### config.mk
export PLATFORM = sky130hd
export DESIGN_NAME = alu_flag_writeback_flat
export DESIGN_NICKNAME = d
export VERILOG_FILES = /design/src/rtl/alu_flag_writeback_if.sv /design/src/rtl/alu_flag_writeback.sv /design/src/flat_wrapper.sv
export SDC_FILE = /design/constraint.sdc
export NUM_CORES = 1
export LEC_CHECK = 0
export CAP_MARGIN = 25
export CORE_ASPECT_RATIO = 1.2
export CORE_MARGIN = 2
export CORE_UTILIZATION = 25
export DETAILED_ROUTE_END_ITERATION = 8
export HOLD_SLACK_MARGIN = 0.05
export MAX_ROUTING_LAYER = met4
export SETUP_SLACK_MARGIN = 0.02
export SLEW_MARGIN = 40
export SYNTH_ARGS = -nofsm -noshare
export SYNTH_HDL_FRONTEND = slang
export SYNTH_SLANG_ARGS = --single-unit
export TNS_END_PERCENT = 5
### constraint.sdc
create_clock -name clk -period 2.4 [get_ports clk]
set_clock_uncertainty 0.2 [all_clocks]
set_input_delay 0.24 -clock clk [delete_from_list [all_inputs] [get_ports clk]]
set_output_delay 0.24 -clock clk [all_outputs]
set_load 0.02 [all_outputs]
### src/rtl/alu_flag_writeback_if.sv
// Execute-stage outcome bus plus register-file writeback port for alu_flag_writeback.
//   master : execute stage / register file side (drives in_*, flush, wb_ready)
//   slave  : alu_flag_writeback (drives in_ready, carry/zero flags, wb_valid/addr/data)
interface alu_flag_writeback_if #(
  parameter int unsigned DATA_W = 16,
  parameter int unsigned ADDR_W = 3
);
  logic              in_valid;
  logic              in_ready;
  logic              flush;
  logic [DATA_W-1:0] in_result;
  logic              in_zero;
  logic              in_carry;
  logic              in_modify_reg_write;
  logic [2:0]        in_alu_control;
  logic [ADDR_W-1:0] in_rd;
  logic              in_reg_write;
  logic              in_is_load;
  logic [DATA_W-1:0] in_load_data;
  logic              carry_flag;
  logic              zero_flag;
  logic              wb_valid;
  logic              wb_ready;
  logic [ADDR_W-1:0] wb_addr;
  logic [DATA_W-1:0] wb_data;

  modport master (
    output in_valid, flush, in_result, in_zero, in_carry, in_modify_reg_write,
           in_alu_control, in_rd, in_reg_write, in_is_load, in_load_data, wb_ready,
    input  in_ready, carry_flag, zero_flag, wb_valid, wb_addr, wb_data
  );

  modport slave (
    input  in_valid, flush, in_result, in_zero, in_carry, in_modify_reg_write,
           in_alu_control, in_rd, in_reg_write, in_is_load, in_load_data, wb_ready,
    output in_ready, carry_flag, zero_flag, wb_valid, wb_addr, wb_data
  );
endinterface

### src/rtl/alu_flag_writeback.sv
// Consumer end of the execute-stage ALU interface.
// Captures each ALU/load outcome, maintains the architectural C and Z flags (fed back to
// the ALU), resolves conditional-write suppression and queues register-file writes in a
// small FIFO drained through a ready/valid writeback port.
// Ports:
//   clk     : system clock
//   reset_n : asynchronous active-low reset
//   bus     : alu_flag_writeback_if.slave (execute outcome in, flags out, writeback out)
module alu_flag_writeback #(
  parameter int unsigned DATA_W = 16,
  parameter int unsigned ADDR_W = 3,
  parameter int unsigned DEPTH  = 2
) (
  input logic             clk,
  input logic             reset_n,
  alu_flag_writeback_if.slave bus
);

  localparam int unsigned PtrW = (DEPTH > 1) ? $clog2(DEPTH) : 1;
  localparam int unsigned CntW = PtrW + 1;

  typedef enum logic [2:0] {
    OpAdd = 3'b000,
    OpAdz = 3'b001,
    OpAdc = 3'b010,
    OpAdl = 3'b011,
    OpNdu = 3'b100,
    OpNdz = 3'b101,
    OpNdc = 3'b110,
    OpSub = 3'b111
  } alu_op_e;

  logic              carry_q, carry_d;
  logic              zero_q, zero_d;
  logic [PtrW-1:0]   wr_ptr_q, wr_ptr_d;
  logic [PtrW-1:0]   rd_ptr_q, rd_ptr_d;
  logic [CntW-1:0]   count_q, count_d;
  logic [ADDR_W-1:0] addr_mem_q [DEPTH];
  logic [DATA_W-1:0] data_mem_q [DEPTH];

  logic in_ready;
  logic wb_valid;
  logic accept;
  logic eff_write;
  logic push;
  logic pop;

  // Ready depends on registered occupancy only, never on wb_ready.
  assign in_ready  = (count_q < CntW'(DEPTH));
  assign wb_valid  = (count_q != '0);
  assign accept    = bus.in_valid & in_ready & ~bus.flush;
  // Loads always write; a failed ALU condition suppresses the write.
  assign eff_write = bus.in_reg_write & (bus.in_is_load | ~bus.in_modify_reg_write);
  assign push      = accept & eff_write;
  assign pop       = wb_valid & bus.wb_ready;

  // Flag next-state
  always_comb begin
    carry_d = carry_q;
    zero_d  = zero_q;
    if (accept) begin
      if (bus.in_is_load) begin
        zero_d = (bus.in_load_data == '0);
      end else begin
        case (bus.in_alu_control)
          OpAdd, OpAdl: begin
            carry_d = bus.in_carry;
            zero_d  = bus.in_zero;
          end
          OpAdc, OpAdz: begin
            if (!bus.in_modify_reg_write) begin
              carry_d = bus.in_carry;
              zero_d  = bus.in_zero;
            end
          end
          OpNdu: zero_d = bus.in_zero;
          OpNdc, OpNdz: begin
            if (!bus.in_modify_reg_write) zero_d = bus.in_zero;
          end
          OpSub: ; // compare only
          default: ;
        endcase
      end
    end
  end

  // FIFO pointer / occupancy next-state
  always_comb begin
    wr_ptr_d = wr_ptr_q;
    rd_ptr_d = rd_ptr_q;
    count_d  = count_q;
    if (push) wr_ptr_d = wr_ptr_q + PtrW'(1);
    if (pop)  rd_ptr_d = rd_ptr_q + PtrW'(1);
    case ({push, pop})
      2'b10:   count_d = count_q + CntW'(1);
      2'b01:   count_d = count_q - CntW'(1);
      default: count_d = count_q;
    endcase
  end

  always_ff @(posedge clk or negedge reset_n) begin
    if (!reset_n) begin
      carry_q  <= 1'b0;
      zero_q   <= 1'b0;
      wr_ptr_q <= '0;
      rd_ptr_q <= '0;
      count_q  <= '0;
    end else begin
      carry_q  <= carry_d;
      zero_q   <= zero_d;
      wr_ptr_q <= wr_ptr_d;
      rd_ptr_q <= rd_ptr_d;
      count_q  <= count_d;
    end
  end

  // Storage is cleared on reset so the idle head reads as zero.
  always_ff @(posedge clk or negedge reset_n) begin
    if (!reset_n) begin
      for (int i = 0; i < DEPTH; i++) begin
        addr_mem_q[i] <= '0;
        data_mem_q[i] <= '0;
      end
    end else if (push) begin
      addr_mem_q[wr_ptr_q] <= bus.in_rd;
      data_mem_q[wr_ptr_q] <= bus.in_is_load ? bus.in_load_data : bus.in_result;
    end
  end

  assign bus.in_ready   = in_ready;
  assign bus.carry_flag = carry_q;
  assign bus.zero_flag  = zero_q;
  assign bus.wb_valid   = wb_valid;
  assign bus.wb_addr    = addr_mem_q[rd_ptr_q];
  assign bus.wb_data    = data_mem_q[rd_ptr_q];

endmodule
### src/flat_wrapper.sv
// flat-port wrapper written by rule: the top's interface ports become plain ports
module alu_flag_writeback_flat 
#(
  parameter int unsigned DATA_W = 16,
  parameter int unsigned ADDR_W = 3,
  parameter int unsigned DEPTH  = 2
)
  (clk, reset_n, bus_in_valid, bus_flush, bus_in_result, bus_in_zero, bus_in_carry, bus_in_modify_reg_write, bus_in_alu_control, bus_in_rd, bus_in_reg_write, bus_in_is_load, bus_in_load_data, bus_wb_ready, bus_in_ready, bus_carry_flag, bus_zero_flag, bus_wb_valid, bus_wb_addr, bus_wb_data);
  alu_flag_writeback_if #(.DATA_W(DATA_W), .ADDR_W(ADDR_W)) bus_i ();
  input logic clk;
  input logic reset_n;
  input wire logic [$bits(bus_i.in_valid)-1:0] bus_in_valid;
  input wire logic [$bits(bus_i.flush)-1:0] bus_flush;
  input wire logic [$bits(bus_i.in_result)-1:0] bus_in_result;
  input wire logic [$bits(bus_i.in_zero)-1:0] bus_in_zero;
  input wire logic [$bits(bus_i.in_carry)-1:0] bus_in_carry;
  input wire logic [$bits(bus_i.in_modify_reg_write)-1:0] bus_in_modify_reg_write;
  input wire logic [$bits(bus_i.in_alu_control)-1:0] bus_in_alu_control;
  input wire logic [$bits(bus_i.in_rd)-1:0] bus_in_rd;
  input wire logic [$bits(bus_i.in_reg_write)-1:0] bus_in_reg_write;
  input wire logic [$bits(bus_i.in_is_load)-1:0] bus_in_is_load;
  input wire logic [$bits(bus_i.in_load_data)-1:0] bus_in_load_data;
  input wire logic [$bits(bus_i.wb_ready)-1:0] bus_wb_ready;
  output wire logic [$bits(bus_i.in_ready)-1:0] bus_in_ready;
  output wire logic [$bits(bus_i.carry_flag)-1:0] bus_carry_flag;
  output wire logic [$bits(bus_i.zero_flag)-1:0] bus_zero_flag;
  output wire logic [$bits(bus_i.wb_valid)-1:0] bus_wb_valid;
  output wire logic [$bits(bus_i.wb_addr)-1:0] bus_wb_addr;
  output wire logic [$bits(bus_i.wb_data)-1:0] bus_wb_data;
  assign bus_i.in_valid = bus_in_valid;
  assign bus_i.flush = bus_flush;
  assign bus_i.in_result = bus_in_result;
  assign bus_i.in_zero = bus_in_zero;
  assign bus_i.in_carry = bus_in_carry;
  assign bus_i.in_modify_reg_write = bus_in_modify_reg_write;
  assign bus_i.in_alu_control = bus_in_alu_control;
  assign bus_i.in_rd = bus_in_rd;
  assign bus_i.in_reg_write = bus_in_reg_write;
  assign bus_i.in_is_load = bus_in_is_load;
  assign bus_i.in_load_data = bus_in_load_data;
  assign bus_i.wb_ready = bus_wb_ready;
  assign bus_in_ready = bus_i.in_ready;
  assign bus_carry_flag = bus_i.carry_flag;
  assign bus_zero_flag = bus_i.zero_flag;
  assign bus_wb_valid = bus_i.wb_valid;
  assign bus_wb_addr = bus_i.wb_addr;
  assign bus_wb_data = bus_i.wb_data;
  alu_flag_writeback #(.DATA_W(DATA_W), .ADDR_W(ADDR_W), .DEPTH(DEPTH)) u_core (.clk(clk), .reset_n(reset_n), .bus(bus_i));
endmodule
* Yosys cells after proc, flatten, opt, wreduce, memory -nomap -nowiden
Cells that the tools add are included.
** Cells by class
- Divide/modulo/power cells :: 0
- Magnitude comparators :: 4
- Multipliers :: 0
- Equal/unequal tests :: 10
- Reductions and logical operators :: 13
- Shifts and indexed selects :: 0
- Muxes and demuxes :: 19
- Bitwise operators :: 11
- Add/sub/neg operators :: 4
** Operators with widths (number)
- two-way mux 16 bit :: 5
- bitwise mux 32 bit :: 1
- demux 16 bit (select 1 bit) :: 1
- zero test 16 bit :: 1
- two-way mux 3 bit :: 4
- equality test 3 bit, second input constant :: 3
- bitwise mux 6 bit :: 1
- equality test 3 x 2 -> 1 bit, second input constant :: 2
- nonzero test 2 bit :: 3
- bitwise AND 1 bit :: 5
- >= comparator 2 bit, second input constant :: 2
- inverter 1 -> 2 bit :: 2
- one-hot mux 1 bit (2 select lines) :: 2
- one-hot mux 2 bit (2 select lines) :: 1
- AND reduction 4 bit :: 1
- OR reduction 2 bit :: 2
- OR reduction 4 bit :: 1
- demux 3 bit (select 1 bit) :: 1
- equality test 3 x 1 -> 1 bit, second input constant :: 1
- zero test 3 bit :: 1
- two-way mux 1 bit :: 3
- != test 3 x 2 -> 1 bit, second input constant :: 1
- inverter 1 bit :: 3
- AND reduction 3 bit :: 1
- other kinds (12) :: 13
** Storage, ports and cells
- Bits in writable memories :: 0
- Word-level logic and storage cells :: 70
- Bits in latches :: 0
- Input port bits :: 48
- Memories :: 0
- Bits in read-only memories :: 0
- Flip-flop bits (word level) :: 44

* Logic depth before layout (Yosys ltp)
- Word-level depth :: 6
- Depth in mapped cells :: 6
- Gate-level depth less buffers :: 6

* Worst setup path before layout
No wires, ideal clock.
- Path type :: reg-to-reg
- Start :: register u_core.count_q[1]
- End :: register u_core.count_q[1]
- Path slack :: 0.611 ns
- Setup time :: 0.080 ns
- Data required time :: 2.120 ns
- Stages on the path, launching flop included :: 6
- Data arrival time :: 1.509 ns
- Cell sequence :: dfrtp_1 > or2_2 > and2_1 > ha_1 > nor2_1 > xnor2_1
** RTL lines
- from (decl) :: line alu_flag_writeback.sv:37 : logic [CntW-1:0] count_q, count_d;
- from (signal assigned) :: line alu_flag_writeback.sv:113 : count_q <= count_d;
- nonzero test 2 bit (*) :: line alu_flag_writeback.sv:50 : assign wb_valid = (count_q != '0);
- net bus_wb_valid :: line flat_wrapper.sv:27 : output wire logic [$bits(bus_i.wb_valid)-1:0] bus_wb_valid;
- bitwise AND 1 bit (*) :: line alu_flag_writeback.sv:55 : assign pop = wb_valid & bus.wb_ready;
- net u_core.pop :: line alu_flag_writeback.sv:46 : logic pop;
- equality test 2 x 1 -> 1 bit / equality test 2 bit (equally long branches) :: line alu_flag_writeback.sv:94 : case ({push, pop})
- one-hot mux 2 bit (2 select lines) / nonzero test 2 bit (equally long branches)
The timed path passes the listed nets; every way through them passes the cells marked *.
A chain may end at the register's enable or synchronous reset.

* Worst setup path after layout
- Start :: register u_core.rd_ptr_q
- End :: output bus_wb_data[8]
** Between the ends
- Cells in the longest elaborated chain, start to end :: 4
** Ends and longest elaborated chain
- from (decl) :: line alu_flag_writeback.sv:36 : logic [PtrW-1:0] rd_ptr_q, rd_ptr_d;
- from (signal assigned) :: line alu_flag_writeback.sv:112 : rd_ptr_q <= rd_ptr_d;
- inverter 1 -> 2 bit (implied by the code) :: line alu_flag_writeback.sv:135 : assign bus.wb_data = data_mem_q[rd_ptr_q];
- two-way mux 16 bit (implied by the code) (3 in series) :: line alu_flag_writeback.sv:135
- to (decl) :: line flat_wrapper.sv:29 : output wire logic [$bits(bus_i.wb_data)-1:0] bus_wb_data;
No other way between the ends. The select of a mux whose other input is x is not followed.

==> run metrics <==
outcome finished clean; Die W between 90 and 100 um; Fin. Hold Viols 0; Die Ht 109 um; H-tree depth 2; Hold Crit Class in -> async; Synth cell types 28; Tot GR Track Use 11.6%; Max Cap Viol 0; Layout area overhead 44.0%; Syn Nets 220; part of the Yosys area used for sequential elements 48.1%; I/O pins 71; Final Max Slew Viols 0; Power Density between 1000 and 1500 nW/um2; crit path DAT 1.84 ns; setup_tns 0 ns; YS warnings 0; crit path buf inv count 2; clk buf depth 2; vias in the first global route 1767; Final Critical Period 2.28 ns; pin count of the biggest net entering global routing 28; worst setup margin roughly 0.12 ns; Pre-Repair DR Iteration Count 2; TritonCTS clock tree built; initial antenna violation count 0; VDD IR max 0.000559 V; DP HPWL between 4000 and 5000 um; mean number of vias per cell between 4 and 5; Final Util between 30 and 40%; placed inst area 3160 um2; Synth Instances ~170; Clock Latency Late Sink 0.29 ns; r2r setup slk 0.58 ns; Slowest-stage cell, CP clkdlybuf4s50_1; Initial Utilization about 25%; via count about 1600; fmax 0.439 GHz; Synth Cell Area 2290 um2; Worst Tran Pin Value 0.653 ns; final setup violation count 0; startpoint type of the worst setup path register; worst r2r dst u_core.data_mem_q[17]; Avg Inst Size Synth approximately 14 um2; reg2reg start u_core.count_q[1]; WL final around 5400 um; antenna-violating nets left 0; FILL cells between 800 and 900; diodes inserted 0; slowest stage delay, CP roughly 0.54 ns; Crit. End Element primary output; CTS clock-pin slew for the worst setup and hold paths ~0.090 ns; Port Buf Inserts 70; final net count between 300 and 400; FF+latch count, synth 44; first-pass GRT wire length between 8000 and 9000 um; Layout Cell Area excl Fill between 3000 and 4000 um2; required time of the worst setup path between 1.5 and 2 ns; FF-to-FF path depth 5; FP Rows 38; max_slew headroom around 56%; grt total ovfl 0; RSZ-0062 raised after global routing false; Initial DRC Count 16; core area around 9000 um2; residual DRC count 0; Crit Path Category reg -> out; DR WL/cell ~15 um; Lkg Pwr around 1.4 nW; Largest delay share family, worst path buffers and inverters; fraction of layout cells with a size suffix above 1 approximately two fifths; TritonCTS buffer count 5; routability cong. ~0.71; Clock Root Buffer clkbuf_8; CP max FO 15; Clock Sinks between 40 and 50; crit path cell chain buf_4, mux2_2, clkdlybuf4s50_1; Final period util between 90% and 100%; DP Worst Slack 0.0354 ns; die area 9940 um2; Design Power about 3.7 mW
==> area by class of cell <==
type,instances,area [um2],share of cell area [%]
flip-flops and latches,44,1100,33.4
well taps,120,150,4.56
multi-input cells,111,1120,34.1
clock buffers,6,82.6,2.51
repair buffers,81,783,23.8
inverters,4,15.0,0.456
clock inverters,2,38.8,1.18
==> Yosys cell counts <==
cell type	number	area share, %
nor3_1	1	0.22
inv_1	4	0.66
nand4_2	1	0.55
nand4_1	1	0.27
nand2_1	2	0.33
nand3b_1	1	0.33
o21a_1	1	0.33
xor2_1	1	0.38
and2_1	1	0.27
o22a_1	1	0.38
nand2b_1	2	0.55
or2_1	1	0.27
nand3_2	1	0.44
o21ai_0	2	0.44
dfrtp_1	44	48
buf_6	3	1.5
nor2_1	3	0.49
nor4_1	3	0.82
or4_1	1	0.33
a21oi_1	1	0.22
or2_2	1	0.27
a22oi_1	1	0.33
mux2_2	74	36
nor3b_4	1	0.82
xnor2_1	3	1.1
nand3_1	1	0.22
ha_1	6	3.3
clkbuf_1	4	0.66
==> flip-flops by register name, summed over array words and instances, names as in the netlist <==
signal and count:
u_core.addr_mem_q 6, u_core.bus.carry_flag 1, u_core.bus.zero_flag 1, u_core.count_q 2, u_core.data_mem_q 32, u_core.rd_ptr_q 1
u_core.wr_ptr_q 1
==> layout by cell type, fill, tap and decap left out, drive strengths merged, types with 2 or more instances in the layout <==
| cell | count |
|---|---|
| mux2 | 74 |
| clkdlybuf4s50 | 68 |
| dfrtp | 44 |
| buf | 11 |
| ha | 6 |
| clkbuf | 6 |
| inv | 4 |
| nor2 | 3 |
| xnor2 | 3 |
| nor4 | 3 |
| nand2b | 2 |
| o21ai | 2 |
| nand2 | 2 |
| nand3 | 2 |
| or2 | 2 |
| nand4 | 2 |
==> per-stage QoR <==
step | hold slack, ns | std cells
after CTS | 0.309 | 368
after detailed placement | 0.104 | 359
after global routing | 0.322 | 368
after global placement | 0.107 | 359
after floorplan | -0.256 | 166
final | 0.296 | 368
==> kinds of logic after synthesis <==
kind of cell               after synthesis  synth area share, %
muxes                                   74                 36.4
AOI/OAI and AO/OA                        6                 1.70
buffers and inverters                   11                 2.79
adders and majority gates                6                 3.28
xor gates and xnor gates                 4                 1.53
DFF                                     44                 48.1
and+or+nand+nor                         21                 6.18
==> metal layers <==
metal  track usage (%)  part of all wire [%]  routed length [um]  up-vias
met1              13.6                    46                2490      804
met3              3.25                   4.9                 266        2
li1                  -                     -                   -      756
met5                 -                     0                   0        -
met2              19.9                    49                2640       45
met4              2.60                  0.48                  26        0
==> how the worst max path moves through the flow <==
stage,startpoint,depth (start not counted),endpoint
6_report,u_core.rd_ptr_q,3,bus_wb_data[8]
5_1_grt,u_core.rd_ptr_q,3,bus_wb_data[14]
4_1_cts,u_core.rd_ptr_q,3,bus_wb_data[15]
3_5_place_dp,bus_in_alu_control[0],6,u_core.bus.carry_flag
3_3_place_gp,bus_in_alu_control[0],6,u_core.bus.carry_flag
2_1_floorplan,u_core.count_q[1],5,u_core.count_q[1]
==> timing repair <==
item                                   CTS  global route
setup buffers                            0             0
resized for setup                        0             1
endpoints found under the hold margin   26             0
setup endpoints to repair                0             1
hold buffers                             1             0
==> power by group <==
part	internal [mW]	switching, mW
Sequential	1.09	0.169
Clock	0.341	0.258
Combinational	1.05	0.775
Total	2.48	1.20
Note: power is estimated with default switching activity, not from simulation.
==> RTL change 1, RTL diff (config.mk and constraints unchanged) <==
Reset style: synchronous (`reset_n`), changed in 2 clocked blocks. Comments in the files are not updated.
--- a/src/rtl/alu_flag_writeback.sv
+++ b/src/rtl/alu_flag_writeback.sv
@@ -100,3 +100,3 @@
 
-  always_ff @(posedge clk or negedge reset_n) begin
+  always_ff @(posedge clk) begin
     if (!reset_n) begin
@@ -117,3 +117,3 @@
   // Storage is cleared on reset so the idle head reads as zero.
-  always_ff @(posedge clk or negedge reset_n) begin
+  always_ff @(posedge clk) begin
     if (!reset_n) begin
Check against the original RTL: differs if reset_n is asserted again (counterexample within 4 cycles, from zero or initial values and one cycle with reset_n low); with reset_n held inactive, the same outputs for 10 cycles.
==> RTL change 1 against the unedited design <==
Register-to-register slack lost 0.34 ns. Area after synthesis shrank 6.0%. Worst setup slack gained 0.022 ns. Routed wire length shrank 5.2%. Sequential share of layout area grew 7.0 points. Sequential cell count grew 1. Final area shrank 3.7%.
Power is not compared: it rests on default switching activity, and its combinational part moved more than twofold at a synthesized area within 25%.
==> RTL change 1: results (changes against the unedited design) <==
status completed; Pre-antenna DRT Iters 4 (+2); Place WS -0.0526 ns (-0.0881 ns); first-pass GRT wire length 7.93 mm (-8.7%); ys async rst share 0% (-100 points); Total GRT Usage 11.7% (+0.17 points); Worst Path Max Fanout 19 (+4); top post-synthesis cells by count edfxtp_1 (38), nor2_1 (38), mux2_2 (20), mux2i_1 (17), dfxtp_1 (7); worst hold path class reg2reg; Crit path largest cell delay 0.56 ns (+0.02 ns); Arrival @ worst endpoint 1.82 ns (-0.02 ns); Cell variety after synth 32 (+14%); largest net degree at the start of global routing 20 (-29%); Routed WL 5.14 mm (-5.2%); Placed Area 0.00306 mm2 (-3.3%); nets 296 (-1.7%); synth top area cells edfxtp_1 (53%), mux2_2 (10%), mux2i_1 (7.9%), nor2_1 (6.6%), dfxtp_1 (6.5%); Worst VDD drop 206 uV; Fillers 824 (-6.8%); top cell type's share of synthesized area 53.0% (+4.9 points); sequential area share after synthesis 59.5% (+11 points); Post-Syn Instances 170 (+2.4%); vias in the first global route 1651 (-6.6%); RD Place Congestion 0.738 (+3.2%); layout cells sized above 1 17.3% (-22 points); Net Count, Synth 219 (-0.45%); final HPWL from detailed placement 3.70 mm (-9.2%); EDFF count, synth 38 (+38); worst-margin pin slew 0.489 ns (-0.164 ns); Finished Layout Cells 365 (-0.82%); Iteration-0 DRC Markers 125 (+109); placed instance count 357 (-0.56%); Via density 4.21 (-3.6%); minimum clock period 2.26 ns (-0.0221 ns)
## RTL change 1: cell types whose count changed after synthesis, moves of 5 or more
| cell | unedited run | this run |
|---|---|---|
| mux2_2 | 74 | 20 |
| dfrtp_1 | 44 | 0 |
| edfxtp_1 | 0 | 38 |
| nor2_1 | 3 | 38 |
| mux2i_1 | 0 | 17 |
| dfxtp_1 | 0 | 7 |
| ha_1 | 6 | 1 |
## RTL change 1: area by class of cell
class	count	area (um2)	share of cell area (%)
Multi-Input combinational cell	110	801	25.2
Clock buffer	5	68.8	2.17
Tap cell	117	146	4.62
Inverter	6	22.5	0.710
Sequential cell	45	1280	40.4
Clock inverter	3	46.3	1.46
Timing Repair Buffer	79	806	25.4
## RTL change 1: path summary, 6_finish.rpt
check | startpoint | end | slack, ns | cells after the start
worst max-delay path | flop | bus_wb_data[14] | 0.14 | 3
worst min-delay path | u_core.bus.carry_flag | u_core.bus.carry_flag | 0.33 | 2
worst max register to register | u_core.count_q[1] | u_core.count_q[1] | 0.24 | 5
worst min register to register | u_core.bus.carry_flag | u_core.bus.carry_flag | 0.33 | 2
## RTL change 1: power by group
| group | leakage, nW | switching [mW] | total (mW) | internal, mW |
|---|---|---|---|---|
| combinational | 0.668 | 0.191 | 0.433 | 0.242 |
| clock | 0.0543 | 0.270 | 0.581 | 0.312 |
| sequential | 0.451 | 0.0150 | 0.901 | 0.886 |
| total | 1.17 | 0.475 | 1.92 | 1.44 |
## RTL change 1: cell families (layout without fill, tap and decap cells)
group	Yosys count	after routing	synth area share, %
adder cells (fa/ha/maj)	1	1	0.581
AND/OR/NAND/NOR	58	58	12.7
multiplexers	37	37	18.4
AO/OA/AOI/OAI	9	9	3.26
XOR/XNOR	5	5	2.03
flip-flops	45	45	59.5
buffers and inverters	15	93	3.55
## RTL change 1: per-layer routing
metal,part of all wire [%],GRT usage (%),wire length [um],vias to the layer above
met5,0,-,0,-
met4,1.2,3.25,61,0
met3,5.7,2.90,294,6
met2,52,20.6,2670,48
met1,41,13.0,2110,723
li1,-,-,-,759
## RTL change 1: critical path, delay by kind of cell, from the launching register on
family                 cells  cell delay (ns)
DFF                        1             0.32
muxes                      1             0.37
buffers and inverters      2             0.83
==> RTL change 2, RTL diff (same settings) <==
Without the edit above. `ADDR_W` is set to 3 in 3 places; all go to 2.
--- a/src/rtl/alu_flag_writeback_if.sv
+++ b/src/rtl/alu_flag_writeback_if.sv
@@ -5,3 +5,3 @@
   parameter int unsigned DATA_W = 16,
-  parameter int unsigned ADDR_W = 3
+  parameter int unsigned ADDR_W = 2
 );
--- a/src/rtl/alu_flag_writeback.sv
+++ b/src/rtl/alu_flag_writeback.sv
@@ -10,3 +10,3 @@
   parameter int unsigned DATA_W = 16,
-  parameter int unsigned ADDR_W = 3,
+  parameter int unsigned ADDR_W = 2,
   parameter int unsigned DEPTH  = 2
--- a/src/flat_wrapper.sv
+++ b/src/flat_wrapper.sv
@@ -4,3 +4,3 @@
   parameter int unsigned DATA_W = 16,
-  parameter int unsigned ADDR_W = 3,
+  parameter int unsigned ADDR_W = 2,
   parameter int unsigned DEPTH  = 2
Ports: changed (resized bus_in_rd and bus_wb_addr); port bits go from 71 to 69. The function was not compared with the original's and may differ.
==> RTL change 2 against the unedited design <==
Non-clock buffer count shrank 2. Sequential cell count is 2 lower. Area after synthesis down 2.1%. Sequential share of layout area shrank 0.49 points. Clock power shrank 20%. Worst setup slack gained 0.073 ns. Routed wire length fell by 2.0%. Final area decreased by 3.1%. Critical path type unchanged. Critical path depth stayed put. Die area fell by 2.0%. Count of clock-buffer cells in the layout stayed put. Total power fell by 5.4%.
==> RTL change 2: results (changes against the unedited design) <==
Iteration-0 DRC Markers 15 (-1); RD Place Congestion 0.699 (-2.2%); layout cells sized above 1 39.0% (-0.11 points); met2 wire length 2.60 mm (-1.3%); Via density 4.25 (-2.6%); biggest regs u_core.data_mem_q: 32 flops, u_core.addr_mem_q: 4 flops, u_core.count_q: 2 flops; Met3 Routed Length 204 um (-23%); Critical R2R Launch u_core.count_q[1]; Hold Worst Slack 0.304 ns (+0.00755 ns); Post-Syn Instances 161 (-3.0%); Power Total 3.49 mW (-5.4%); Arrival @ worst endpoint 1.77 ns (-0.07 ns); switching pwr 1.16 mW (-3.8%); IO buf count 68 (-2.9%); Place WS 0.0497 ns (+0.0143 ns); H-tree level count 2 (unchanged); nets 293 (-2.7%); Worst VDD drop 410 uV (-27%); status completed; Worst-path clk slew 0.08 ns; Fillers 863 (-2.4%); Worst Path Max Fanout 10 (-5); first-pass GRT wire length 8.78 mm (+1.0%); routed len/inst 14.8 um (+0.73%); routed vias 1522 (-5.3%); Net Count, Synth 214 (-2.7%); clock share of power 13.8% (-2.5 points); # resized after CTS 0 (unchanged); flop2flop setup slack 0.56 ns (-0.02 ns); Pre-antenna DRT Iters 4 (+2); worst hold path class in2async; CTS buffer count 5 (unchanged); Total GRT Usage 11.8% (+0.27 points); top post-synthesis cells by count mux2_2 (62), dfrtp_1 (42), mux2_4 (9), ha_1 (6), inv_1 (4); Top Metal Used met4; clock latency on the worst-skew pair ~0.28 ns; largest net degree at the start of global routing 27 (-3.6%); Placed Area 0.00309 mm2 (-2.3%); ant diodes 0 (unchanged); worst-margin pin slew 0.609 ns (-0.0442 ns); vias in the first global route 1694 (-4.1%); ys async rst share 100% (unchanged); CTS Buffer Depth 2 (unchanged); Final Util 36.9% (+0.21 points); Comb power frac 51.4% (+1.8 points); cells on worst reg2reg path 5 (unchanged); P_leak 1.38 nW (-2.1%); synth top area cells dfrtp_1 (47%), mux2_2 (31%), mux2_4 (6.0%), ha_1 (3.4%), xnor2_1 (1.2%); Ys Warns 0 (unchanged); CTS root buf clkbuf_8; placed instance count 349 (-2.8%); Metal-1 WL 2.47 mm (-0.76%); initial antenna violation count 0 (unchanged); Cell variety after synth 32 (+14%); final HPWL from detailed placement 4.02 mm (-1.4%); sequential area share after synthesis 46.9% (-1.2 points); Crit Reg-Reg Endpoint u_core.data_mem_q[29]
-- RTL change 2: cell types whose count changed after synthesis, sizes merged --
cell | before | now
mux2 | 74 | 71
dfrtp | 44 | 42
buf | 3 | 4
clkbuf | 4 | 3
-- RTL change 2: critical path: stages, from the launching register on --
cell and delay (ns):
dfrtp_1 0.36, buf_4 0.21, mux2_2 0.36, clkdlybuf4s50_1 0.55
-- RTL change 2: what timing repair did --
action / in CTS / in global routing
buffers inserted: 0 / 0
hold endpoints to repair: 24 / 0
hold buffers: 1 / 0
-- RTL change 2: logic make-up (layout without fill, tap and decap cells) --
kind of cell	after synthesis	count (layout)	synth area share [%]
AOI/OAI and AO/OA	6	6	1.73
xor gates and xnor gates	4	4	1.56
adders and majority gates	6	6	3.35
buffers and inverters	11	91	2.96
DFF	42	42	46.9
muxes	71	71	37.2
and+or+nand+nor	21	21	6.31
-- RTL change 2: routing by layer --
metal  up-vias  track usage, %
met2        40            19.9
met3         2            2.94
met4         0            2.64
met1       750            14.5
met5         -               -
li1        730               -
-- RTL change 2: area by class of cell --
type	instances	share of cell area, %
Clock inverter	2	0.392
Clock buffer	6	2.59
Sequential cell	42	32.9
Timing Repair Buffer	79	23.8
Tap cell	117	4.59
Inverter	4	0.470
Multi-Input combinational cell	108	35.2
-- RTL change 2: worst max-delay path by stage --
stage                                     start                     to  slack, ns
after floorplan               u_core.count_q[1]  u_core.data_mem_q[23]       0.51
after global placement    bus_in_alu_control[0]  u_core.bus.carry_flag       0.08
after detailed placement  bus_in_alu_control[0]  u_core.bus.carry_flag       0.05
after CTS                       u_core.rd_ptr_q        bus_wb_data[15]       0.16
after global routing            u_core.rd_ptr_q        bus_wb_data[15]       0.08
final                           u_core.rd_ptr_q        bus_wb_data[15]       0.19
